==> config.mk <==
export PLATFORM = sky130hd
export DESIGN_NAME = mem_lsu
export DESIGN_NICKNAME = d
export VERILOG_FILES = /design/src/rtl/mem_lsu.sv
export SDC_FILE = /design/constraint.sdc
export NUM_CORES = 1
export LEC_CHECK = 0
export BUFFER_PORTS_ARGS = -buffer_cell sky130_fd_sc_hd__buf_2
export CORE_AREA = 4 4 219 135
export DETAILED_ROUTE_END_ITERATION = 7
export DIE_AREA = 0 0 223 139
export HOLD_SLACK_MARGIN = 0.06
export PLACE_DENSITY = 0.42
export SYNTH_ARGS = -nofsm -noshare
export SYNTH_HDL_FRONTEND = slang
export SYNTH_SLANG_ARGS = --single-unit
==> constraint.sdc <==
create_clock -name i_clk -period 3.2 [get_ports i_clk]
set_input_delay 0.48 -clock i_clk [delete_from_list [all_inputs] [get_ports i_clk]]
set_output_delay 0.48 -clock i_clk [all_outputs]
set_load 0.005 [all_outputs]
==> src/rtl/mem_lsu.sv <==
// MEM-stage load/store initiator: turns byte/half/word requests into word-addressed
// RAM accesses, splitting boundary-straddling accesses in two and merging load data.
module mem_lsu #(
    parameter int MEM_WORDS = 8192,
    parameter int ADDR_W    = $clog2(MEM_WORDS)
) (
    input  logic              i_clk,
    input  logic              i_reset_n,
    input  logic              i_req_valid,
    output logic              o_req_ready,
    input  logic [31:0]       i_addr,
    input  logic [31:0]       i_wdata,
    input  logic [1:0]        i_size,
    input  logic              i_sign,
    input  logic              i_write,
    output logic              o_rsp_valid,
    output logic [31:0]       o_rdata,
    output logic              o_err,
    output logic              o_mem_en,
    output logic              o_mem_we,
    output logic [3:0]        o_mem_be,
    output logic [ADDR_W-1:0] o_mem_addr,
    output logic [31:0]       o_mem_wdata,
    input  logic [31:0]       i_mem_rdata
);

    localparam logic [31:0] MEM_WORDS_W = 32'(MEM_WORDS);

    typedef enum logic [2:0] {
        S_IDLE,
        S_FIRST,
        S_SECOND,
        S_DONE,
        S_ERR
    } state_t;

    state_t state_q, state_d;

    logic [ADDR_W-1:0] w0_q;
    logic [1:0]        off_q;
    logic [31:0]       wdata_q;
    logic [1:0]        size_q;
    logic              sign_q;
    logic              write_q;
    logic              split_q;
    logic [31:0]       lo_q;

    // Request decode, evaluated on the incoming request before acceptance
    logic [2:0]  req_nbytes;
    logic        req_split;
    logic [31:0] req_w0;
    logic [31:0] req_w1;
    logic        req_err;

    always_comb begin
        case (i_size)
            2'b00:   req_nbytes = 3'd1;
            2'b01:   req_nbytes = 3'd2;
            default: req_nbytes = 3'd4;
        endcase
        req_split = ({1'b0, i_addr[1:0]} + req_nbytes) > 3'd4;
        req_w0    = {2'b00, i_addr[31:2]};
        req_w1    = req_w0 + 32'd1;
        // Range is checked on the full index so out-of-range never aliases to low words
        req_err   = (i_size == 2'b11) || (req_w0 >= MEM_WORDS_W) ||
                    (req_split && (req_w1 >= MEM_WORDS_W));
    end

    // Lane placement of the latched request
    logic [3:0]  mask;
    logic [7:0]  be64;
    logic [31:0] wd_clean;
    logic [63:0] wd64;

    always_comb begin
        case (size_q)
            2'b00: begin
                mask     = 4'b0001;
                wd_clean = {24'h0, wdata_q[7:0]};
            end
            2'b01: begin
                mask     = 4'b0011;
                wd_clean = {16'h0, wdata_q[15:0]};
            end
            default: begin
                mask     = 4'b1111;
                wd_clean = wdata_q;
            end
        endcase
        be64 = {4'b0000, mask} << off_q;
        wd64 = {32'h0, wd_clean} << {off_q, 3'b000};
    end

    // Load merge: lo word is held from SECOND, hi (or only) word comes straight from RAM
    logic [63:0] merged;
    logic [31:0] ld_d;
    logic [31:0] ld_result;

    always_comb begin
        merged = split_q ? {i_mem_rdata, lo_q} : {32'h0, i_mem_rdata};
        ld_d   = merged[{off_q, 3'b000} +: 32];
        case (size_q)
            2'b00:   ld_result = sign_q ? {24'h0, ld_d[7:0]}
                                        : {{24{ld_d[7]}}, ld_d[7:0]};
            2'b01:   ld_result = sign_q ? {16'h0, ld_d[15:0]}
                                        : {{16{ld_d[15]}}, ld_d[15:0]};
            default: ld_result = ld_d;
        endcase
    end

    always_ff @(posedge i_clk or negedge i_reset_n) begin
        if (!i_reset_n) begin
            state_q <= S_IDLE;
            w0_q    <= '0;
            off_q   <= '0;
            wdata_q <= '0;
            size_q  <= '0;
            sign_q  <= 1'b0;
            write_q <= 1'b0;
            split_q <= 1'b0;
            lo_q    <= '0;
        end else begin
            state_q <= state_d;
            if (state_q == S_IDLE && i_req_valid) begin
                w0_q    <= i_addr[ADDR_W+1:2];
                off_q   <= i_addr[1:0];
                wdata_q <= i_wdata;
                size_q  <= i_size;
                sign_q  <= i_sign;
                write_q <= i_write;
                split_q <= req_split;
            end
            if (state_q == S_SECOND) begin
                lo_q <= i_mem_rdata;
            end
        end
    end

    always_comb begin
        state_d     = state_q;
        o_req_ready = 1'b0;
        o_rsp_valid = 1'b0;
        o_rdata     = '0;
        o_err       = 1'b0;
        o_mem_en    = 1'b0;
        o_mem_we    = 1'b0;
        o_mem_be    = '0;
        o_mem_addr  = '0;
        o_mem_wdata = '0;
        case (state_q)
            S_IDLE: begin
                o_req_ready = 1'b1;
                if (i_req_valid) begin
                    state_d = req_err ? S_ERR : S_FIRST;
                end
            end
            S_FIRST: begin
                o_mem_en   = 1'b1;
                o_mem_we   = write_q;
                o_mem_addr = w0_q;
                if (write_q) begin
                    o_mem_be    = be64[3:0];
                    o_mem_wdata = wd64[31:0];
                end
                state_d = split_q ? S_SECOND : S_DONE;
            end
            S_SECOND: begin
                o_mem_en   = 1'b1;
                o_mem_we   = write_q;
                o_mem_addr = w0_q + ADDR_W'(1);
                if (write_q) begin
                    o_mem_be    = be64[7:4];
                    o_mem_wdata = wd64[63:32];
                end
                state_d = S_DONE;
            end
            S_DONE: begin
                o_rsp_valid = 1'b1;
                o_rdata     = write_q ? 32'h0 : ld_result;
                state_d     = S_IDLE;
            end
            S_ERR: begin
                o_rsp_valid = 1'b1;
                o_err       = 1'b1;
                state_d     = S_IDLE;
            end
            default: state_d = S_IDLE;
        endcase
    end

endmodule

# Word-level counts from Yosys, hierarchy flattened

Index checks and enable logic that the tools add are counted.
W data, S select, Z words.

Add/subtract/negate cells: 3
Magnitude comparators: 3
Eq/ne operators: 8
Shifts and indexed selects: 3
Mux-type cells: 25
Reduce and logical (&&, ||, !) cells: 9

Operators by type and width:

| operator                | count |
|---|---|
| $mux W32                | 6 |
| $pmux W32 S2            | 3 |
| $mux W64                | 1 |
| $shiftx A64 B6 Y32      | 1 |
| $shl A32 B5 Y64         | 1 |
| $add A30 B1 Y31 const B | 1 |
| $ge A31 B14 Y1 const B  | 1 |
| $ge A30 B14 Y1 const B  | 1 |
| $pmux W13 S2            | 1 |
| $pmux W4 S2             | 2 |
| $add A13 B1 Y13 const B | 1 |
| $pmux W3 S3             | 1 |
| $mux W4                 | 2 |
| $shl A4 B2 Y8           | 1 |
| $eq A3 B2 Y1 const B    | 2 |
| $mux W1                 | 6 |
| $mux W3                 | 2 |
| $pmux W3 S2             | 1 |
| $eq A2 B1 Y1 const B    | 2 |
| $logic_not A2 Y1        | 2 |
| $reduce_or A2 Y1        | 2 |
| $add A2 B3 Y3           | 1 |
| $eq A3 B1 Y1 const B    | 1 |
| $eq A3 B3 Y1 const B    | 1 |
| other kinds (6)         | 8 |

Register bits: 87
Input bits: 103
Output and inout port bits: 86
Word-level logic and storage cells: 60

# Logic depth before layout (Yosys ltp)

Depth after elaboration: 9
Gate-level depth with buffers: 8
Mapped depth without buffers: 8

# Least setup slack after synthesis

No wires, ideal clock.

Kind: register to output
Start point: reg split_q
End point: out o_rdata[21]
Arrival: 1.636 ns
Required time: 2.720 ns
Path slack: 1.084 ns
Cell stages (with the launch flop): 7
Buffers on the path: 2
Path through: dfrtp_1 buf_6 mux2_1 mux4_2 nand4b_4 buf_8 a31oi_1

Longest elaborated chain between the ends: 6
Elaborated cells between the ends (all ways): 7
Classes of those cells: shift: 1; mux: 6

Ends and longest elaborated chain:

| element                     | line     | text |
|---|---|---|
| start: declaration          | 45       | `logic split_q;` |
| start signal: assignment    | 131      | `split_q <= req_split;` |
| $mux W64 *                  | 100      | `merged = split_q ? {i_mem_rdata, lo_q} : {32'h0, i_mem_rdata};` |
| $shiftx A64 B6 Y32 *        | 101      | `ld_d = merged[{off_q, 3'b000} +: 32];` |
| $mux W32 (on tied branches) | 105, 103 |  |
| $pmux W32 S2 *              | 102      | `case (size_q)` |
| $mux W32 *                  | 179      | `o_rdata = write_q ? 32'h0 : ld_result;` |
| $mux W32 *                  | 150      | `case (state_q)` |
| end: declaration            | 17       | `output logic [31:0] o_rdata,` |

Mark *: on every way between the ends. The rest lies on a longest branch, timed or not.

# Final worst setup path

Start point: reg split_q
End point: out o_rdata[19]

Same word-level chain as after synthesis.

==> impl_metrics.toml <==
[yosys]
synth_area_sq_um = 6550
syn_inst = 723
synth_enable_flop_cells = 0
yosysSeqAreaShare_pct = 33.2
synth.avg_cell_area_sq_um = 9.06
synth-seq-cells = 87
synth_cell_type_count = 59
yosysTopAreaCell = "dfrtp_1"
synth_flop_cell = "dfrtp_1"
async_flop_share_pct = 100
synth_top_cell_area_share_pct = 33.2
yosysWarnings = 0
netlist_top_cells_area = "dfrtp_1 33%, mux2_2 16%, nand2_1 8.6%"
synthesis.nets = 829

[floorplan]
die-area_sq_um = 31000
ios = 189
rows = 47
dieWidth_um = 223
core-area_sq_um = 27500
die_y_um = 139
initial_core_util_pct = 23.9

[worst_setup_path]
rrSetupSlack_ps = 1080
cp_max_fo = 27
arrival_ps = 2540
critPathLaunchType = "flop"
end_kind = "output port"
crit_required_ps = 2720
crit_slowest_cell = "dfrtp_2"
crit_chain = "buf_12, mux2i_1, a2bb2oi_2, nand4_2, a31oi_1, buf_2"
cp_slowest_stage_delay_ps = 660
worstSetupPathType = "flop to output port"

[clock_network]
cts.path.max_buffers = 2
tritoncts = "built"
root_buffer = "clkbuf_16"
cts_htree_levels = 3
clk_pin_slew_ps = 70
post-cts-setup-buffers = 0
clkSinkCount = 87
clock_latency_ps = 370
cts_buffers = 9

[grt]
grt_use_total_pct = 16.5
grt_pass1_wl_um = 39500
grt_antenna_before_repair = 2
grt_max_degree = 50
grt_pass1_vias = 6230
grt_overflow_total = 0

[drt]
vias = 6243
ant_nets = 0
via_per_inst = 4.94
wirelength_um = 25700
drt_iter0_drc = 411
drcViolationCount = 0
drt-wirelength-per-cell_um = 20.3
drtPass1Iterations = 5

[placed_design]
port_buffers = 188
place_area_sq_um = 7900
place_hpwl_um = 19100
gp_congestion = 0.787

[timing]
rsz0062_at_grt = "no"
clock.fmax_ghz = 0.331
period_needed_ps = 3020
finalSetupViolCount = 0
fin_skew_ps = 8.51
whs_ps = 146
drv_slew = 0
worst_pin_slew_ps = 734
fin_crit_sh_pct = 94.4
tns_ps = 0
slew_headroom_pct = 51.1
final_hold_viol_count = 0

[worst_hold_path]
hp-class = "input port to asynchronous set/reset pin"

[power_and_ir_drop]
cellPowerDensity_nw_per_um2 = 944
p_leak_nw = 3.87
vdd_drop_max_mv = 0.303

[layout]
fill_cells = 2934
final_cell_mix = "187 x buf_2, 149 x nand2_1, 93 x mux2_2, 85 x dfrtp_1"
area_growth_pct = 25.7
utilization_pct = 30.0
final_cell_area_sq_um = 8240
layout-drive-gt1-share_pct = 39.4
nets = 998
layout_commonest_cell = "buf_2"

[run_status]
status = "finished, final reports clean"

[run]
maxCapViolCount = 0
==> flip-flops by register name, indices dropped and copies added, names as in the netlist <==
| register | cells |
|---|---|
| off_q | 2 |
| state_q | 3 |
| lo_q | 32 |
| write_q | 1 |
| split_q | 1 |
| size_q | 2 |
| sign_q | 1 |
| w0_q | 13 |
| wdata_q | 32 |
==> worst max-delay path: cells and delay by family, from the launching register on <==
kind            cells  cell delay (ps)
mux                 1              110
simple gates        1              420
buf+inv             2              410
compound gates      2              580
flops               1              660
==> cell usage after synthesis (all sizes together), types with 9 or more instances <==
| master | count |
|---|---|
| o22ai | 9 |
| o21ai | 40 |
| and2 | 27 |
| a21oi | 35 |
| buf | 35 |
| dfrtp | 87 |
| a22oi | 9 |
| a31oi | 22 |
| mux2i | 40 |
| clkbuf | 27 |
| mux2 | 95 |
| a22o | 16 |
| nand3 | 15 |
| nand2 | 150 |
| nor2 | 15 |
==> power breakdown <==
part / internal (mW) / switching, mW / total (mW) / leakage, nW
clock network: 0.759 / 0.488 / 1.25 / 0.160
registers: 1.64 / 0.643 / 2.28 / 0.982
logic: 1.99 / 2.25 / 4.24 / 2.72
==> timing repair <==
item | 4_1_cts | 5_1_grt
hold endpoints to repair | 0 | 0
hold buffers | 0 | 0
endpoints found under the setup margin | 0 | 14
resized for setup | 0 | 1
==> metrics by stage <==
step	std cells	worst slack, ps	power (mW)
4_1_cts	1263	71.8	7.85
3_3_place_gp	1248	594	6.55
6_report	1264	178	7.77
3_5_place_dp	1248	484	6.55
5_1_grt	1264	6.95	8.42
2_1_floorplan	723	1080	5.20
==> final cells by class <==
cell class | instances | area [sq um] | area share, %
antenna | 1 | 2.50 | 0.0304
clock buffer | 11 | 233 | 2.83
clock inverter | 4 | 95.1 | 1.15
inverter | 9 | 33.8 | 0.410
multi-input combinational | 565 | 4040 | 49.0
sequential | 87 | 2180 | 26.5
tap | 367 | 459 | 5.58
timing repair buffer | 220 | 1200 | 14.5
==> logic make-up (layout without fill, tap and decap cells) <==
logic type               count (synthesis)  in the layout  synth area share (%)
other                                    0              1                     0
buffers and inverters                   71            244                  5.31
XOR/XNOR                                 4              4                 0.535
adder cells (fa/ha/maj)                  3              3                 0.687
AO/OA/AOI/OAI                          167            167                  16.9
AND/OR/NAND/NOR                        248            248                  18.1
multiplexers                           143            143                  25.2
flip-flops                              87             87                  33.2
==> per-layer routing <==
metal,up-vias,part of all wire (%),track usage [%]
met2,198,40,22.8
met4,2,0.58,2.24
li1,2980,-,-
met1,3050,53,25.7
met3,13,6.8,4.72
met5,-,0.027,0
==> worst paths after layout <==
path,start,endpoint,depth (start not counted)
worst max register to register,state_q[2]$_DFFE_PN0P_,wdata_q[20]$_DFFE_PN0P_,4
worst max-delay path,split_q$_DFFE_PN0P_,o_rdata[19],6
worst min register to register,lo_q[5]$_DFFE_PN0P_,lo_q[5]$_DFFE_PN0P_,2
max in group asynchronous,i_reset_n,wdata_q[31]$_DFFE_PN0P_,2
min in group i_clk,i_mem_rdata[29],lo_q[29]$_DFFE_PN0P_,3
worst min-delay path,i_reset_n,lo_q[29]$_DFFE_PN0P_,1
(Power assumes the default switching activity.)
